[src/rtl/mdu_seq.sv]
// Multi-cycle sequencer for the RV32M multiply/divide unit.
// Holds multiplier operands stable across a multi-cycle path, then samples
// the product. Divides with a 32-step restoring divider. Raises busy while
// working and reports one registered result with a single-cycle valid pulse.
//
// state    | meaning
// ---------+----------------------------------------------------------
// IDLE     | waiting for mdu_start
// MUL_WAIT | operands held on mul_*, counting down the multiplier delay
// DIV_RUN  | restoring divide steps, then sign fix-up and result select
// DONE     | mdu_valid high for one cycle; may accept a new start
module mdu_seq #(
   parameter int MUL_LAT = 2,
   parameter int XLEN    = 32
) (
   input  logic            clk,
   input  logic            rst_n,
   input  logic            mdu_start,
   input  logic [2:0]      mdu_funct3,
   input  logic [XLEN-1:0] mdu_opra,
   input  logic [XLEN-1:0] mdu_oprb,
   input  logic            mdu_flush,
   output logic [XLEN-1:0] mul_opra,
   output logic [XLEN-1:0] mul_oprb,
   output logic [2:0]      mul_funct3,
   input  logic [XLEN-1:0] mul_result,
   output logic            mdu_busy,
   output logic            mdu_valid,
   output logic [XLEN-1:0] mdu_result
);

   localparam int                CNT_W        = 6;
   localparam logic [CNT_W-1:0]  MUL_CNT_INIT = CNT_W'(MUL_LAT - 1);
   localparam logic [CNT_W-1:0]  DIV_CNT_INIT = CNT_W'(XLEN);
   localparam logic [XLEN-1:0]   ALL_ONES     = {XLEN{1'b1}};
   localparam logic [XLEN-1:0]   INT_MIN      = {1'b1, {(XLEN-1){1'b0}}};

   typedef enum logic [1:0] {
      IDLE     = 2'd0,
      MUL_WAIT = 2'd1,
      DIV_RUN  = 2'd2,
      DONE     = 2'd3
   } state_t;

   state_t            state, state_nxt;
   logic              start_ok;
   logic [CNT_W-1:0]  cnt;

   logic [XLEN-1:0]   div_rem;
   logic [XLEN-1:0]   div_quo;
   logic [XLEN-1:0]   div_dvsr;
   logic              neg_quo;
   logic              neg_rem;
   logic              sel_rem;

   logic              is_signed;
   logic              a_neg;
   logic              b_neg;
   logic [XLEN-1:0]   abs_a;
   logic [XLEN-1:0]   abs_b;
   logic              div_zero;
   logic              div_ovf;
   logic [XLEN:0]     shl;
   logic [XLEN:0]     diff;
   logic [XLEN-1:0]   quo_fix;
   logic [XLEN-1:0]   rem_fix;

   // DIV/REM are signed (funct3[0]=0); DIVU/REMU are unsigned.
   assign is_signed = ~mdu_funct3[0];
   assign a_neg     = is_signed & mdu_opra[XLEN-1];
   assign b_neg     = is_signed & mdu_oprb[XLEN-1];
   assign abs_a     = a_neg ? -mdu_opra : mdu_opra;
   assign abs_b     = b_neg ? -mdu_oprb : mdu_oprb;
   assign div_zero  = (mdu_oprb == '0);
   assign div_ovf   = is_signed & (mdu_opra == INT_MIN) & (mdu_oprb == ALL_ONES);

   // One restoring step: remainder stays below the divisor, so the shifted
   // value fits in XLEN+1 bits and the trial difference sign is bit XLEN.
   assign shl     = {div_rem, div_quo[XLEN-1]};
   assign diff    = shl - {1'b0, div_dvsr};
   assign quo_fix = neg_quo ? -div_quo : div_quo;
   assign rem_fix = neg_rem ? -div_rem : div_rem;

   assign mdu_busy  = (state == MUL_WAIT) || (state == DIV_RUN);
   assign mdu_valid = (state == DONE);

   // State register.
   always_ff @(posedge clk or negedge rst_n) begin
      if (!rst_n) state <= IDLE;
      else        state <= state_nxt;
   end

   // Next-state decode; flush overrides everything including a start.
   always_comb begin
      state_nxt = state;
      start_ok  = 1'b0;
      case (state)
         IDLE, DONE: begin
            if (mdu_start) begin
               start_ok  = 1'b1;
               state_nxt = mdu_funct3[2] ? DIV_RUN : MUL_WAIT;
            end else begin
               state_nxt = IDLE;
            end
         end
         MUL_WAIT: if (cnt == '0) state_nxt = DONE;
         DIV_RUN:  if (cnt == '0) state_nxt = DONE;
         default:  state_nxt = IDLE;
      endcase
      if (mdu_flush) begin
         state_nxt = IDLE;
         start_ok  = 1'b0;
      end
   end

   // Operand capture, cycle counter, divider datapath and result register.
   // Special divides preload quotient/remainder with the final answer and a
   // zero count, so they finish through the normal fix-up one edge later.
   always_ff @(posedge clk or negedge rst_n) begin
      if (!rst_n) begin
         mul_opra   <= '0;
         mul_oprb   <= '0;
         mul_funct3 <= '0;
         mdu_result <= '0;
         cnt        <= '0;
         div_rem    <= '0;
         div_quo    <= '0;
         div_dvsr   <= '0;
         neg_quo    <= 1'b0;
         neg_rem    <= 1'b0;
         sel_rem    <= 1'b0;
      end else if (!mdu_flush) begin
         if (start_ok) begin
            mul_opra   <= mdu_opra;
            mul_oprb   <= mdu_oprb;
            mul_funct3 <= mdu_funct3;
            if (mdu_funct3[2]) begin
               sel_rem  <= mdu_funct3[1];
               div_dvsr <= abs_b;
               if (div_zero) begin
                  div_quo <= ALL_ONES;
                  div_rem <= mdu_opra;
                  neg_quo <= 1'b0;
                  neg_rem <= 1'b0;
                  cnt     <= '0;
               end else if (div_ovf) begin
                  div_quo <= INT_MIN;
                  div_rem <= '0;
                  neg_quo <= 1'b0;
                  neg_rem <= 1'b0;
                  cnt     <= '0;
               end else begin
                  div_quo <= abs_a;
                  div_rem <= '0;
                  neg_quo <= a_neg ^ b_neg;
                  neg_rem <= a_neg;
                  cnt     <= DIV_CNT_INIT;
               end
            end else begin
               cnt <= MUL_CNT_INIT;
            end
         end else if (state == MUL_WAIT) begin
            if (cnt == '0) mdu_result <= mul_result;
            else           cnt        <= cnt - 1'b1;
         end else if (state == DIV_RUN) begin
            if (cnt == '0) begin
               mdu_result <= sel_rem ? rem_fix : quo_fix;
            end else begin
               if (!diff[XLEN]) begin
                  div_rem <= diff[XLEN-1:0];
                  div_quo <= {div_quo[XLEN-2:0], 1'b1};
               end else begin
                  div_rem <= shl[XLEN-1:0];
                  div_quo <= {div_quo[XLEN-2:0], 1'b0};
               end
               cnt <= cnt - 1'b1;
            end
         end
      end
   end

endmodule

[config.mk]
export PLATFORM = sky130hd
export DESIGN_NAME = mdu_seq
export DESIGN_NICKNAME = d
export VERILOG_FILES = /design/src/rtl/mdu_seq.sv
export SDC_FILE = /design/constraint.sdc
export NUM_CORES = 1
export LEC_CHECK = 0
export BUFFER_PORTS_ARGS = -buffer_cell sky130_fd_sc_hd__buf_2
export CORE_MARGIN = 4
export CORE_UTILIZATION = 59
export DETAILED_ROUTE_END_ITERATION = 8
export PLACE_DENSITY_LB_ADDON = 0.3
export REMOVE_ABC_BUFFERS = 1
export SLEW_MARGIN = 20
export SYNTH_ARGS = -nofsm -noshare
export SYNTH_HDL_FRONTEND = slang
export SYNTH_SLANG_ARGS = --single-unit
[constraint.sdc]
create_clock -name clk -period 4.2 [get_ports clk]
set_input_delay 0.63 -clock clk [delete_from_list [all_inputs] [get_ports clk]]
set_output_delay 0.63 -clock clk [all_outputs]
set_load 0.01 [all_outputs]
==> flow_summary.toml <==
[outcome]
status = "completed"

[routing]
route.vias.total = 13200
dr_wl_met2_mm = 18.0
routed_wirelength_mm = 40.4
wl_met1_mm = 17.6
drt_pass1_iterations = 8
route.detailed.wl_per_inst_um = 18.0
routed.top_layer = "met4"
met3_wirelength_mm = 3.35
total_drc_errors_in_the_routed_layout = 0
dr.first_iter.drc_count = 980
antenna_violating_nets_remaining = 0
vias_per_cell = 5.88

[synthesis]
seq_total_area_yosys_pct = 36.8
adder_cell_fraction_of_synth_area_pct = 3.89
ys.warnings.count = 0
synth.distinct_cells = 78
synth_top_family_by_area = "simple AND/OR/NAND/NOR gates"
synth-edff-count = 0
synth_flop_cell = "dfrtp_1"
simple_gate_share_of_the_synthesized_area_pct = 22.5
synth.area.top_cells = "dfrtp_1, nand2_1, xnor2_1"
synth.cell_area_um2 = 14000
muxShareOfSynthArea_pct = 2.16
netlist.top_cell.by_area = "dfrtp_1"
synth_top_area_share_pct = 36.8
synth.ff_latch_count = 206
syn-mean-instance-area_um2 = 8.04
synth-async-reset-ratio_pct = 100
synth_xor_area_share_pct = 8.94
post_synth_inst_count = 1744
synth-compound-area-share_pct = 21.0

[die]
floorplan.io_pins = 204
initial_utilization_pct = 59.9
die_w_um = 162
floorplan.rows = 56
die_area_um2 = 26300
fp.dieH_um = 162
core_area_um2 = 23400

[power]
total_leakage_power_nw = 7.54
power_mw = 11.6
vdd.ir_drop.worst_mv = 0.326
pwr_density_cell_nw_per_um2 = 720

[clocking]
cts-htree-levels = 1
clock_insertion_delay_worst_skew_ns = 0.52
tritoncts = "built"
setup_fix_buffers_added_after_clock_tree_synthesis = 0
clock_root_buffer_master = "clkbuf_16"
cts_buffers = 24
cts_hold_buf = 0
cts.reportedPaths.clkPinSlew_ns = 0.06
ctsLongestPathBuffers = 3
cts_resized = 0
cts_num_sinks = 206

[sta]
setup_slack_ns = 0.677
tightestPinTransition_ns = 1.04
timing.final.setup_violations = 0
fin_skew_ns = 0.00787
timing.final.hold_violations = 0
rsz0062_at_grt = "no"
relSlewSlack_pct = 30.3
final.period_utilization_pct = 83.9
fmax_mhz = 284
final.min_clock_period_ns = 3.52
drv_slew = 0

[layout]
layout_common_cells = "nand2_1, dfrtp_1, buf_2"
design.final.nets = 2055
drive_gt1_share_pct = 16.5
n_fill_cell = 1958
synthToLayoutAreaGrowth_pct = 14.7
final_common_cell = "nand2_1"
finish.cell_count_without_fillers = 2242

[setup_path]
cp.arrival_ns = 3.91
setup.worst_path.start_class = "register"
critPathCaptureType = "register"
critical_path_required_ns = 4.59
path_class = "register to register"
critPathMaxFanout = 11

[global_route]
global_route.usage.total_pct = 30.2
grt_max_degree = 109
globalRouteOverflowTotal = 0
antenna_found_initial = 1
grt_first_pass_wirelength_mm = 64.7
number_of_global_route_vias_before_repair = 12300

[placement]
numPortBuffers = 203
hpwl_mm = 30.7
placed_cells = 2202
preCtsSetupSlack_ns = 0.676
routabilityCongestion = 0.931

[worst_hold_path]
worst_hold_path_type = "primary input to asynchronous set/reset pin"

[flow_run]
cap_viol_max_count = 0
-- worst max-delay path, stage by stage, from the launching register on --
cell	delay [ns]
dfrtp_1	0.45
ha_1	0.41
nand3_1	0.19
or4_1	0.55
a21o_1	0.18
a311oi_1	0.34
or3_1	0.18
and2_1	0.43
buf_4	0.30
mux2i_1	0.21
o221ai_1	0.14
-- worst paths after layout --
check | startpoint | to | slack, ns | cells past startpoint
max | div_rem[8]$_DFFE_PN0P_ | div_rem[24]$_DFFE_PN0P_ | 0.68 | 10
min | rst_n | mul_oprb[2]$_DFFE_PN0P_ | 0.22 | 1
max reg2reg | div_rem[8]$_DFFE_PN0P_ | div_rem[24]$_DFFE_PN0P_ | 0.68 | 10
min reg2reg | mdu_result[20]$_DFFE_PN0P_ | mdu_result[20]$_DFFE_PN0P_ | 0.47 | 2
max in group asynchronous | rst_n | mul_oprb[23]$_DFFE_PN0P_ | 3.10 | 2
min in group clk | mdu_funct3[1] | mul_funct3[1]$_DFFE_PN0P_ | 0.31 | 3
-- cell families after synthesis --
group	after synthesis
xor+xnor	143
buf+inv	161
simple gates	684
flops	206
fa+ha+maj	43
mux	30
compound gates	477
-- metrics by stage --
| step | instance area, um2 | setup TNS, ns | hold WS, ns | util, % |
|---|---|---|---|---|
| 6_report | 16100 | 0 | 0.217 | 68.7 |
| 5_1_grt | 16100 | 0 | 0.282 | 68.7 |
| 4_1_cts | 16100 | 0 | 0.254 | 68.7 |
| 3_5_place_dp | 15300 | 0 | 0.457 | 65.5 |
| 3_3_place_gp | 15300 | 0 | 0.453 | 65.5 |
| 2_1_floorplan | 13600 | -497.61 | 0.334 | - |
-- flip-flops by register name (all words and copies together) (netlist names), 2 cells and up --
name	count
mul_oprb	32
mul_funct3	3
div_quo	32
mul_opra	32
div_dvsr	32
cnt	6
mdu_result	32
state	2
div_rem	32
-- synthesized netlist by cell type (all sizes together) (14+ instances only) --
cell type  number
nand2         370
dfrtp         206
o21ai         162
a21oi         118
nor2          118
clkbuf         81
xnor2          78
xor2           65
inv            62
nor3           46
ha             42
o31ai          35
nand3          32
a211oi         29
mux2i          28
o211ai         21
or3            20
a31oi          19
nand4          19
buf            18
a21o           17
or4            15
nand2b         14
-- layer usage --
metal / global-route usage [%] / vias to the layer above
met5: 0 / -
met4: 10.6 / 0
met3: 3.88 / 78
met2: 47.8 / 568
met1: 43.0 / 6070
li1: - / 6457
-- area by class of cell --
| class | count | area [um2] | area share, % |
|---|---|---|---|
| clock buffers | 36 | 717 | 4.46 |
| multi-input cells | 1377 | 8220 | 51.2 |
| diodes | 1 | 2.50 | 0.0156 |
| clock inverters | 3 | 15.0 | 0.0934 |
| well taps | 319 | 399 | 2.48 |
| inverters | 62 | 233 | 1.45 |
| flip-flops and latches | 206 | 5160 | 32.1 |
| repair buffers | 238 | 1330 | 8.24 |
-- where the power goes --
group | internal, mW | switching, mW | total, mW
Combinational | 2.54 | 3.48 | 6.01
Clock | 1.16 | 0.800 | 1.96
Sequential | 2.73 | 0.864 | 3.59
Total | 6.43 | 5.14 | 11.6
No activity file was read; power rests on OpenSTA's default activity.
